<file path="config.mk">
export PLATFORM = sky130hd
export DESIGN_NAME = jogo_desafio_memoria
export DESIGN_NICKNAME = d
export VERILOG_FILES = /design/src/rtl/jogo_desafio_memoria.sv
export SDC_FILE = /design/constraint.sdc
export NUM_CORES = 1
export LEC_CHECK = 0
export BUFFER_PORTS_ARGS = -buffer_cell sky130_fd_sc_hd__buf_2
export CAP_MARGIN = 25
export CORE_ASPECT_RATIO = 1.1
export CORE_UTILIZATION = 60
export CTS_CLUSTER_DIAMETER = 100
export DETAILED_ROUTE_END_ITERATION = 7
export HOLD_SLACK_MARGIN = 0.03
export PLACE_DENSITY = 0.82
export SYNTH_ARGS = -nofsm -noshare
export SYNTH_HDL_FRONTEND = slang
export SYNTH_SLANG_ARGS = --single-unit
</file>
<file path="constraint.sdc">
create_clock -name clock -period 4.36 [get_ports clock]
set_input_delay 0 -clock clock [delete_from_list [all_inputs] [get_ports clock]]
set_output_delay 0 -clock clock [all_outputs]
set_load 0.01 [all_outputs]
</file>
<file path="src/rtl/jogo_desafio_memoria.sv">
// Memory-sequence game: the player repeats a stored button sequence and appends one entry per round.
// Optional inactivity timeout is compiled in with `define TIMEOUT_EN.
module jogo_desafio_memoria (
    input  logic        clock,
    input  logic        reset,
    input  logic        iniciar,
    input  logic [3:0]  botoes,
    output logic        ganhou,
    output logic        perdeu,
    output logic        pronto,
    output logic [3:0]  leds,
    output logic [6:0]  db_contagem,
    output logic [6:0]  db_memoria,
    output logic [6:0]  db_estado,
    output logic [6:0]  db_jogadafeita,
    output logic [6:0]  db_rodada,
    output logic        db_clock,
    output logic        db_tem_jogada,
    output logic        db_timeout,
    output logic        db_jogada_correta,
    output logic        db_enderecoIgualRodada,
    output logic        db_grava,
    output logic [12:0] db_Q
);
    localparam logic [3:0] INICIAL        = 4'h0;
    localparam logic [3:0] PREPARACAO     = 4'h1;
    localparam logic [3:0] MOSTRA         = 4'h2;
    localparam logic [3:0] INICIO_RODADA  = 4'h3;
    localparam logic [3:0] ESPERA         = 4'h4;
    localparam logic [3:0] REGISTRA       = 4'h5;
    localparam logic [3:0] COMPARA        = 4'h6;
    localparam logic [3:0] PROXIMO        = 4'h7;
    localparam logic [3:0] ESPERA_NOVA    = 4'h8;
    localparam logic [3:0] REGISTRA_NOVA  = 4'h9;
    localparam logic [3:0] GRAVA          = 4'hA;
    localparam logic [3:0] PROXIMA_RODADA = 4'hB;
    localparam logic [3:0] FIM_GANHOU     = 4'hC;
    localparam logic [3:0] FIM_PERDEU     = 4'hD;
    localparam logic [3:0] FIM_TIMEOUT    = 4'hE;

    localparam logic [12:0] TIMEOUT_LAST = 13'd4999;
    localparam logic [10:0] MOSTRA_LAST  = 11'd1999;

    logic [3:0]  estado_q, estado_d;
    logic [3:0]  contagem_q, contagem_d;
    logic [3:0]  rodada_q, rodada_d;
    logic [3:0]  jogada_q;
    logic        botao_q;
    logic [12:0] timeout_q, timeout_d;
    logic [10:0] mostra_q, mostra_d;
    logic        acertou_q, acertou_d;
    logic [3:0]  ram [16];

    logic        tem_jogada;
    logic        jogada_correta;
    logic        timeout;
    logic        ram_we;
    logic [3:0]  ram_addr;
    logic [3:0]  ram_data;

    function automatic logic [6:0] hex7(input logic [3:0] v);
        logic [6:0] s;
        case (v)
            4'h0: s = 7'b1000000;
            4'h1: s = 7'b1111001;
            4'h2: s = 7'b0100100;
            4'h3: s = 7'b0110000;
            4'h4: s = 7'b0011001;
            4'h5: s = 7'b0010010;
            4'h6: s = 7'b0000010;
            4'h7: s = 7'b1111000;
            4'h8: s = 7'b0000000;
            4'h9: s = 7'b0010000;
            4'hA: s = 7'b0001000;
            4'hB: s = 7'b0000011;
            4'hC: s = 7'b1000110;
            4'hD: s = 7'b0100001;
            4'hE: s = 7'b0000110;
            default: s = 7'b0001110;
        endcase
        return s;
    endfunction

    assign tem_jogada     = (|botoes) & ~botao_q;
    assign jogada_correta = (jogada_q == ram[contagem_q]);

    // Gating with reset keeps a write from landing on the edge where reset is already low.
    assign ram_we   = ((estado_q == PREPARACAO) || (estado_q == GRAVA)) && reset;
    assign ram_addr = (estado_q == PREPARACAO) ? 4'h0 : rodada_q + 4'h1;
    assign ram_data = (estado_q == PREPARACAO) ? 4'b0001 : jogada_q;

`ifdef TIMEOUT_EN
    assign timeout    = ((estado_q == ESPERA) || (estado_q == ESPERA_NOVA)) && (timeout_q == TIMEOUT_LAST);
    assign db_timeout = (estado_q == FIM_TIMEOUT);
`else
    assign timeout    = 1'b0;
    assign db_timeout = 1'b0;
`endif

    always_comb begin
        timeout_d = '0;
`ifdef TIMEOUT_EN
        if (((estado_q == ESPERA) || (estado_q == ESPERA_NOVA)) && !tem_jogada && !timeout)
            timeout_d = timeout_q + 13'd1;
`endif
    end

    // NOTE: every always_comb output gets a default first so no path leaves it unassigned (no latch).
    always_comb begin
        estado_d   = estado_q;
        contagem_d = contagem_q;
        rodada_d   = rodada_q;
        mostra_d   = '0;
        acertou_d  = acertou_q;
        case (estado_q)
            INICIAL:       if (iniciar) estado_d = PREPARACAO;
            PREPARACAO: begin
                contagem_d = '0;
                rodada_d   = '0;
                estado_d   = MOSTRA;
            end
            MOSTRA: begin
                if (mostra_q == MOSTRA_LAST) estado_d = INICIO_RODADA;
                else                         mostra_d = mostra_q + 11'd1;
            end
            INICIO_RODADA: begin
                contagem_d = '0;
                estado_d   = ESPERA;
            end
            ESPERA: begin
                if (tem_jogada)   estado_d = REGISTRA;
                else if (timeout) estado_d = FIM_TIMEOUT;
            end
            REGISTRA:      estado_d = COMPARA;
            COMPARA: begin
                acertou_d = jogada_correta;
                if (!jogada_correta)             estado_d = FIM_PERDEU;
                else if (contagem_q != rodada_q) estado_d = PROXIMO;
                else if (rodada_q == 4'hF)       estado_d = PROXIMA_RODADA;
                else                             estado_d = ESPERA_NOVA;
            end
            PROXIMO: begin
                contagem_d = contagem_q + 4'h1;
                estado_d   = ESPERA;
            end
            ESPERA_NOVA: begin
                if (tem_jogada)   estado_d = REGISTRA_NOVA;
                else if (timeout) estado_d = FIM_TIMEOUT;
            end
            REGISTRA_NOVA: estado_d = GRAVA;
            GRAVA:         estado_d = PROXIMA_RODADA;
            PROXIMA_RODADA: begin
                if ((rodada_q == 4'hF) && acertou_q) begin
                    estado_d = FIM_GANHOU;
                end else begin
                    rodada_d = rodada_q + 4'h1;
                    estado_d = INICIO_RODADA;
                end
            end
            FIM_GANHOU, FIM_PERDEU, FIM_TIMEOUT: if (iniciar) estado_d = PREPARACAO;
            default:       estado_d = INICIAL;
        endcase
    end

    // NOTE: state uses non-blocking assignments so every register samples pre-edge values.
    always_ff @(posedge clock or negedge reset) begin
        if (!reset) begin
            estado_q   <= INICIAL;
            contagem_q <= '0;
            rodada_q   <= '0;
            jogada_q   <= '0;
            botao_q    <= 1'b0;
            timeout_q  <= '0;
            mostra_q   <= '0;
            acertou_q  <= 1'b0;
        end else begin
            estado_q   <= estado_d;
            contagem_q <= contagem_d;
            rodada_q   <= rodada_d;
            botao_q    <= |botoes;
            timeout_q  <= timeout_d;
            mostra_q   <= mostra_d;
            acertou_q  <= acertou_d;
            if (tem_jogada) jogada_q <= botoes;
        end
    end

    // NOTE: the sequence RAM has no reset; its contents survive reset and are rewritten before use.
    always_ff @(posedge clock) begin
        if (ram_we) ram[ram_addr] <= ram_data;
    end

    assign pronto = (estado_q == FIM_GANHOU) || (estado_q == FIM_PERDEU) || (estado_q == FIM_TIMEOUT);
    assign ganhou = (estado_q == FIM_GANHOU);
    assign perdeu = (estado_q == FIM_PERDEU) || (estado_q == FIM_TIMEOUT);
    assign leds   = (estado_q == MOSTRA) ? ram[0] : 4'h0;

    assign db_contagem            = hex7(contagem_q);
    assign db_memoria             = hex7((estado_q == INICIAL) ? 4'h0 : ram[contagem_q]);
    assign db_estado              = hex7(estado_q);
    assign db_jogadafeita         = hex7(jogada_q);
    assign db_rodada              = hex7(rodada_q);
    assign db_clock               = clock;
    assign db_tem_jogada          = tem_jogada;
    assign db_jogada_correta      = (estado_q == COMPARA) && jogada_correta;
    assign db_enderecoIgualRodada = (estado_q != INICIAL) && (contagem_q == rodada_q);
    assign db_grava               = (estado_q == GRAVA);
    assign db_Q                   = timeout_q;
endmodule

</file>
Word-level counts from Yosys, hierarchy flattened:

Memory sizes are Yosys's and may differ from the RTL's.
Cells that the tools add are included.

* add/subtract/negate cells: 3
* reductions and logical operators: 18
* equal/unequal tests: 24
* bitwise operators: 2
* multiplexer cells: 20

Operator list (number)
* $mux W4: 12
* $pmux W4 S11: 1
* $eq A4 B4 Y1 const B: 8
* $mux W11: 2
* $eq A4 B3 Y1 const B: 4
* $pmux W4 S2: 2
* $add A11 B1 Y11 const B: 1
* $eq A11 B11 Y1 const B: 1
* $add A4 B1 Y4 const B: 2
* $eq A4 B2 Y1 const B: 2
* $eq A4 B4 Y1: 2
* $ne A2 B2 Y1 const B: 4
* $reduce_or A4 Y1: 2
* $eq A4 B1 Y1 const B: 1
* $logic_and A1 B1 Y1: 4
* $logic_not A4 Y1: 1
* $logic_or A1 B1 Y1: 4
* $ne A4 B4 Y1: 1
* $reduce_and A4 Y1: 1
* $reduce_bool A2 Y1: 2
* $reduce_bool A4 Y1: 1
* $reduce_or A2 Y1: 2
* $mux W1: 2
* $mux W2: 1
* other kinds (4): 4

* memories: 6
* word-level logic and storage cells: 80
* input bits: 7
* output and inout bits: 61
* RAM bits: 64
* bits in read-only memories: 560
* register bits: 29

Memories
* (name not given): depth 16, width 7, rd ports 1, clocked after memory_dff 0, wr ports 0, line 63 `case (v)`
* (name not given): depth 16, width 7, rd ports 1, clocked after memory_dff 0, wr ports 0, line 63
* (name not given): depth 16, width 7, rd ports 1, clocked after memory_dff 0, wr ports 0, line 63
* (name not given): depth 16, width 7, rd ports 1, clocked after memory_dff 0, wr ports 0, line 63
* (name not given): depth 16, width 7, rd ports 1, clocked after memory_dff 0, wr ports 0, line 63
* ram: depth 16, width 4, rd ports 2, clocked after memory_dff 0, wr ports 1, line 52 `logic [3:0] ram [16];`

Logic depth before layout (Yosys ltp):

* depth in word-level cells: 5
* gate-level depth with buffers: 12
* mapped depth without buffers: 10

==> flow_summary.yaml <==
run_status:
  outcome: "finished, final reports clean"
critical_path:
  crit_path_end_kind: "output pin"
  cp.required_ps: 4360
  path_max_fanout: 21
  max_stage_delay_ps: 840
  cpMaxStageDelayCell: "dfrtp_1"
  reg2reg_from: "contagem_q[3]"
  cp-start-kind: "flop"
  critPathKind: "reg2out"
  cp_cell_sequence: "mux4_2, nand2_1, nor4b_4, nand2b_1, inv_1, ha_1, mux2_2, o22ai_1, a21oi_1, buf_2"
  worstPathArrival_ps: 3590
  endpoint: "db_memoria[3]"
  startpoint: "contagem_q[0]"
  worstReg2RegEnd: "acertou_q"
  rr_worst_depth: 7
  rrSetupSlack_ps: 1460
synthesis:
  synthMuxAreaShare_pct: 9.63
  synth_edf_count: 64
  synth_xor_area_share_pct: 3.23
  async_flop_share_pct: 31.2
  syn_area_per_cell_sq_um: 10.4
  yosysUniqueCellTypes: 57
  synth_adder_area_share_pct: 6.82
  synth_top_family_by_area: "simple AND/OR/NAND/NOR gates"
  synth_compound_area_share_pct: 11.1
  yosys_warnings: 0
  synth_simple_gate_area_share_pct: 16.3
  ys.flop_type: "edfxtp_1"
  yosysSeqAreaShare_pct: 46.5
  synth_seq_cells: 93
  syn-instance-count: 545
  synth_area_sq_um: 5690
final_layout:
  fillCellCount: 647
  fin_nets: 630
  area_growth_pct: 9.94
  num_antenna_cells: 0
  drive_gt1_share_pct: 16.9
  final_cell_count_no_fill: 711
  fin_area_sq_um: 6250
power:
  ir_drop_mv: 0.260
  power_frac_comb_pct: 45.9
  p_leak_nw: 2.53
  clkPwrFrac_pct: 20.4
  p_sw_w: 0.00141
  sw_frac_of_total_pct: 40.4
  seqPwrFrac_pct: 33.7
  finalPower_w: 0.00350
  p_int_w: 0.00208
  p_per_area_nw_per_um2: 559
global_routing:
  grt-ovfl-total: 0
  grt.total_usage_pct: 27.2
  antenna_found_initial: 0
  grt_pass1_wl_mm: 20.4
  grt_max_degree: 38
  grt_pass1_vias: 4191
timing:
  setup_ws_ps: 765
  rsz0062_at_grt: "no"
  slew_viol_final: 0
  fmax_mhz: 278
  relSlewSlack_pct: 29.1
  finalHoldViolations: 0
  skew_ps: 12.3
  worst_slew_pin_slew_ps: 1060
  finalSetupViolations: 0
  fin_crit_ps: 3590
  fin_crit_sh_pct: 82.5
  final.setup.tns_ps: 0
floorplan:
  rows: 36
  start_util_pct: 62.8
  fp.coreArea_sq_um: 9050
  die_h_um: 104
  fp.dieW_um: 94.8
  num_io_pins: 68
  dieArea_sq_um: 9880
drt:
  num_vias: 4296
  antenna_left: 0
  routed_wl_mm: 12.8
  m1WireLength_mm: 5.28
  drt_iter0_markers: 303
  drc: 0
  dr.pass1.iters: 5
  top_layer: "met4"
  wl_per_cell_um: 18.0
  wl_met2_mm: 6.41
  wl_met3_um: 823
  vias_per_cell: 6.04
worst_hold_path:
  whs_path_depth: 4
  worstHoldPathType: "in2reg"
  min_from: "iniciar"
placement:
  dp_cells: 686
  port_buffers: 53
  dpl_cell_area_sq_um: 5930
  gp_congestion: 0.852
  dp_worst_setup_slack_ps: 1310
  dp_hpwl_mm: 9.10
clock_tree:
  clkLatencyLatePin_ps: 470
  cts_tree: "built"
  cts.repair.resized: 0
  clk_pin_slew_ps: 90
run:
  maxCapViolCount: 0
[per-stage QoR]
stage,utilization (%),hold slack (ps)
finish,69.1,59.8
global route,69.1,76.6
CTS,69.1,35.4
detailed placement,65.5,94.8
global placement,65.5,89.9
floorplan,-,-296
[power groups by stage]
stage	sequential, W	combinational, W	clock [W]
2_1_floorplan	0.00111	0.00118	0.0000189
3_3_place_gp	0.00119	0.00153	0.0000139
3_5_place_dp	0.00119	0.00158	0.0000139
4_1_cts	0.00117	0.00159	0.000725
5_1_grt	0.00119	0.00178	0.000760
6_report	0.00118	0.00161	0.000712
[cells in the final DEF (no fill, tap or decap), types with 8 or more instances in the layout]
master	n
xor2_1	9
nor2b_1	10
edfxtp_1	64
xnor2_1	12
and3_1	8
nor2_1	64
dfrtp_1	29
clkbuf_8	12
mux2i_1	35
buf_2	53
conb_1	14
nand2_1	35
ha_1	31
inv_1	28
nand2b_1	8
nand3_1	19
o21ai_0	31
o22ai_1	17
a21oi_1	12
[worst max-delay path, delay by kind of cell, from the launching register on]
family	cells	cell delay (ps)
compound gates	2	200
fa+ha+maj	1	240
buf+inv	2	230
flops	1	840
mux	2	860
simple gates	3	750
[registers in the layout, summed over array words and instances, names as in the netlist]
register / flops
acertou_q: 1
botao_q: 1
contagem_q: 4
estado_q: 4
jogada_q: 4
mostra_q: 11
ram: 64
rodada_q: 4
[what timing repair did]
action	4_1_cts	5_1_grt
buffers inserted	0	0
hold buffers	6	0
endpoints found under the hold margin	34	0
[cell usage after synthesis, types with 7 or more instances]
| cell | number | area share [%] |
|---|---|---|
| nand3_1 | 19 | 1.7 |
| buf_4 | 16 | 2.1 |
| xor2_1 | 9 | 1.4 |
| clkbuf_1 | 16 | 1.1 |
| mux2i_1 | 35 | 6.2 |
| o21ai_0 | 31 | 2.7 |
| nor2b_1 | 10 | 1.1 |
| nand2b_1 | 8 | 0.88 |
| dfrtp_1 | 29 | 13 |
| nor2_1 | 64 | 4.2 |
| buf_2 | 7 | 0.62 |
| a21oi_1 | 12 | 1.1 |
| and3_1 | 8 | 0.88 |
| ha_1 | 31 | 6.8 |
| edfxtp_1 | 64 | 34 |
| xnor2_1 | 12 | 1.8 |
| nand2_1 | 35 | 2.3 |
| o22ai_1 | 17 | 1.9 |
| inv_1 | 28 | 1.8 |
[cell type report]
class                      instances  area, sq um  area share, %
multi-input combinational        393         2740           43.7
sequential                        93         2650           42.3
timing repair buffer              63          358           5.72
clock buffer                      13          170           2.72
tap                              114          143           2.28
inverter                          28          105           1.68
clock inverter                     7         96.3           1.54
[how the worst min path moves through the flow]
| stage | slack (ps) | to |
|---|---|---|
| 2_1_floorplan | -300 | acertou_q |
| 6_report | 60 | estado_q[1] |
| 3_3_place_gp | 90 | mostra_q[8] |
| 5_1_grt | 80 | estado_q[1] |
| 3_5_place_dp | 90 | mostra_q[8] |
| 4_1_cts | 40 | estado_q[1] |
[per-layer routing]
metal / GRT usage, % / vias up
met5: 0 / -
met4: 10.8 / 0
met3: 5.12 / 35
met2: 44.5 / 172
met1: 35.5 / 2071
li1: - / 2018
[cell families (layout without fill, tap and decap cells)]
logic type,count (synthesis),count (layout)
flops,93,93
compound gates,97,97
simple gates,183,183
fa+ha+maj,31,31
mux,47,47
other cells,1,14
xor+xnor,21,21
buf+inv,72,111
No activity file was read; power rests on OpenSTA's default activity.
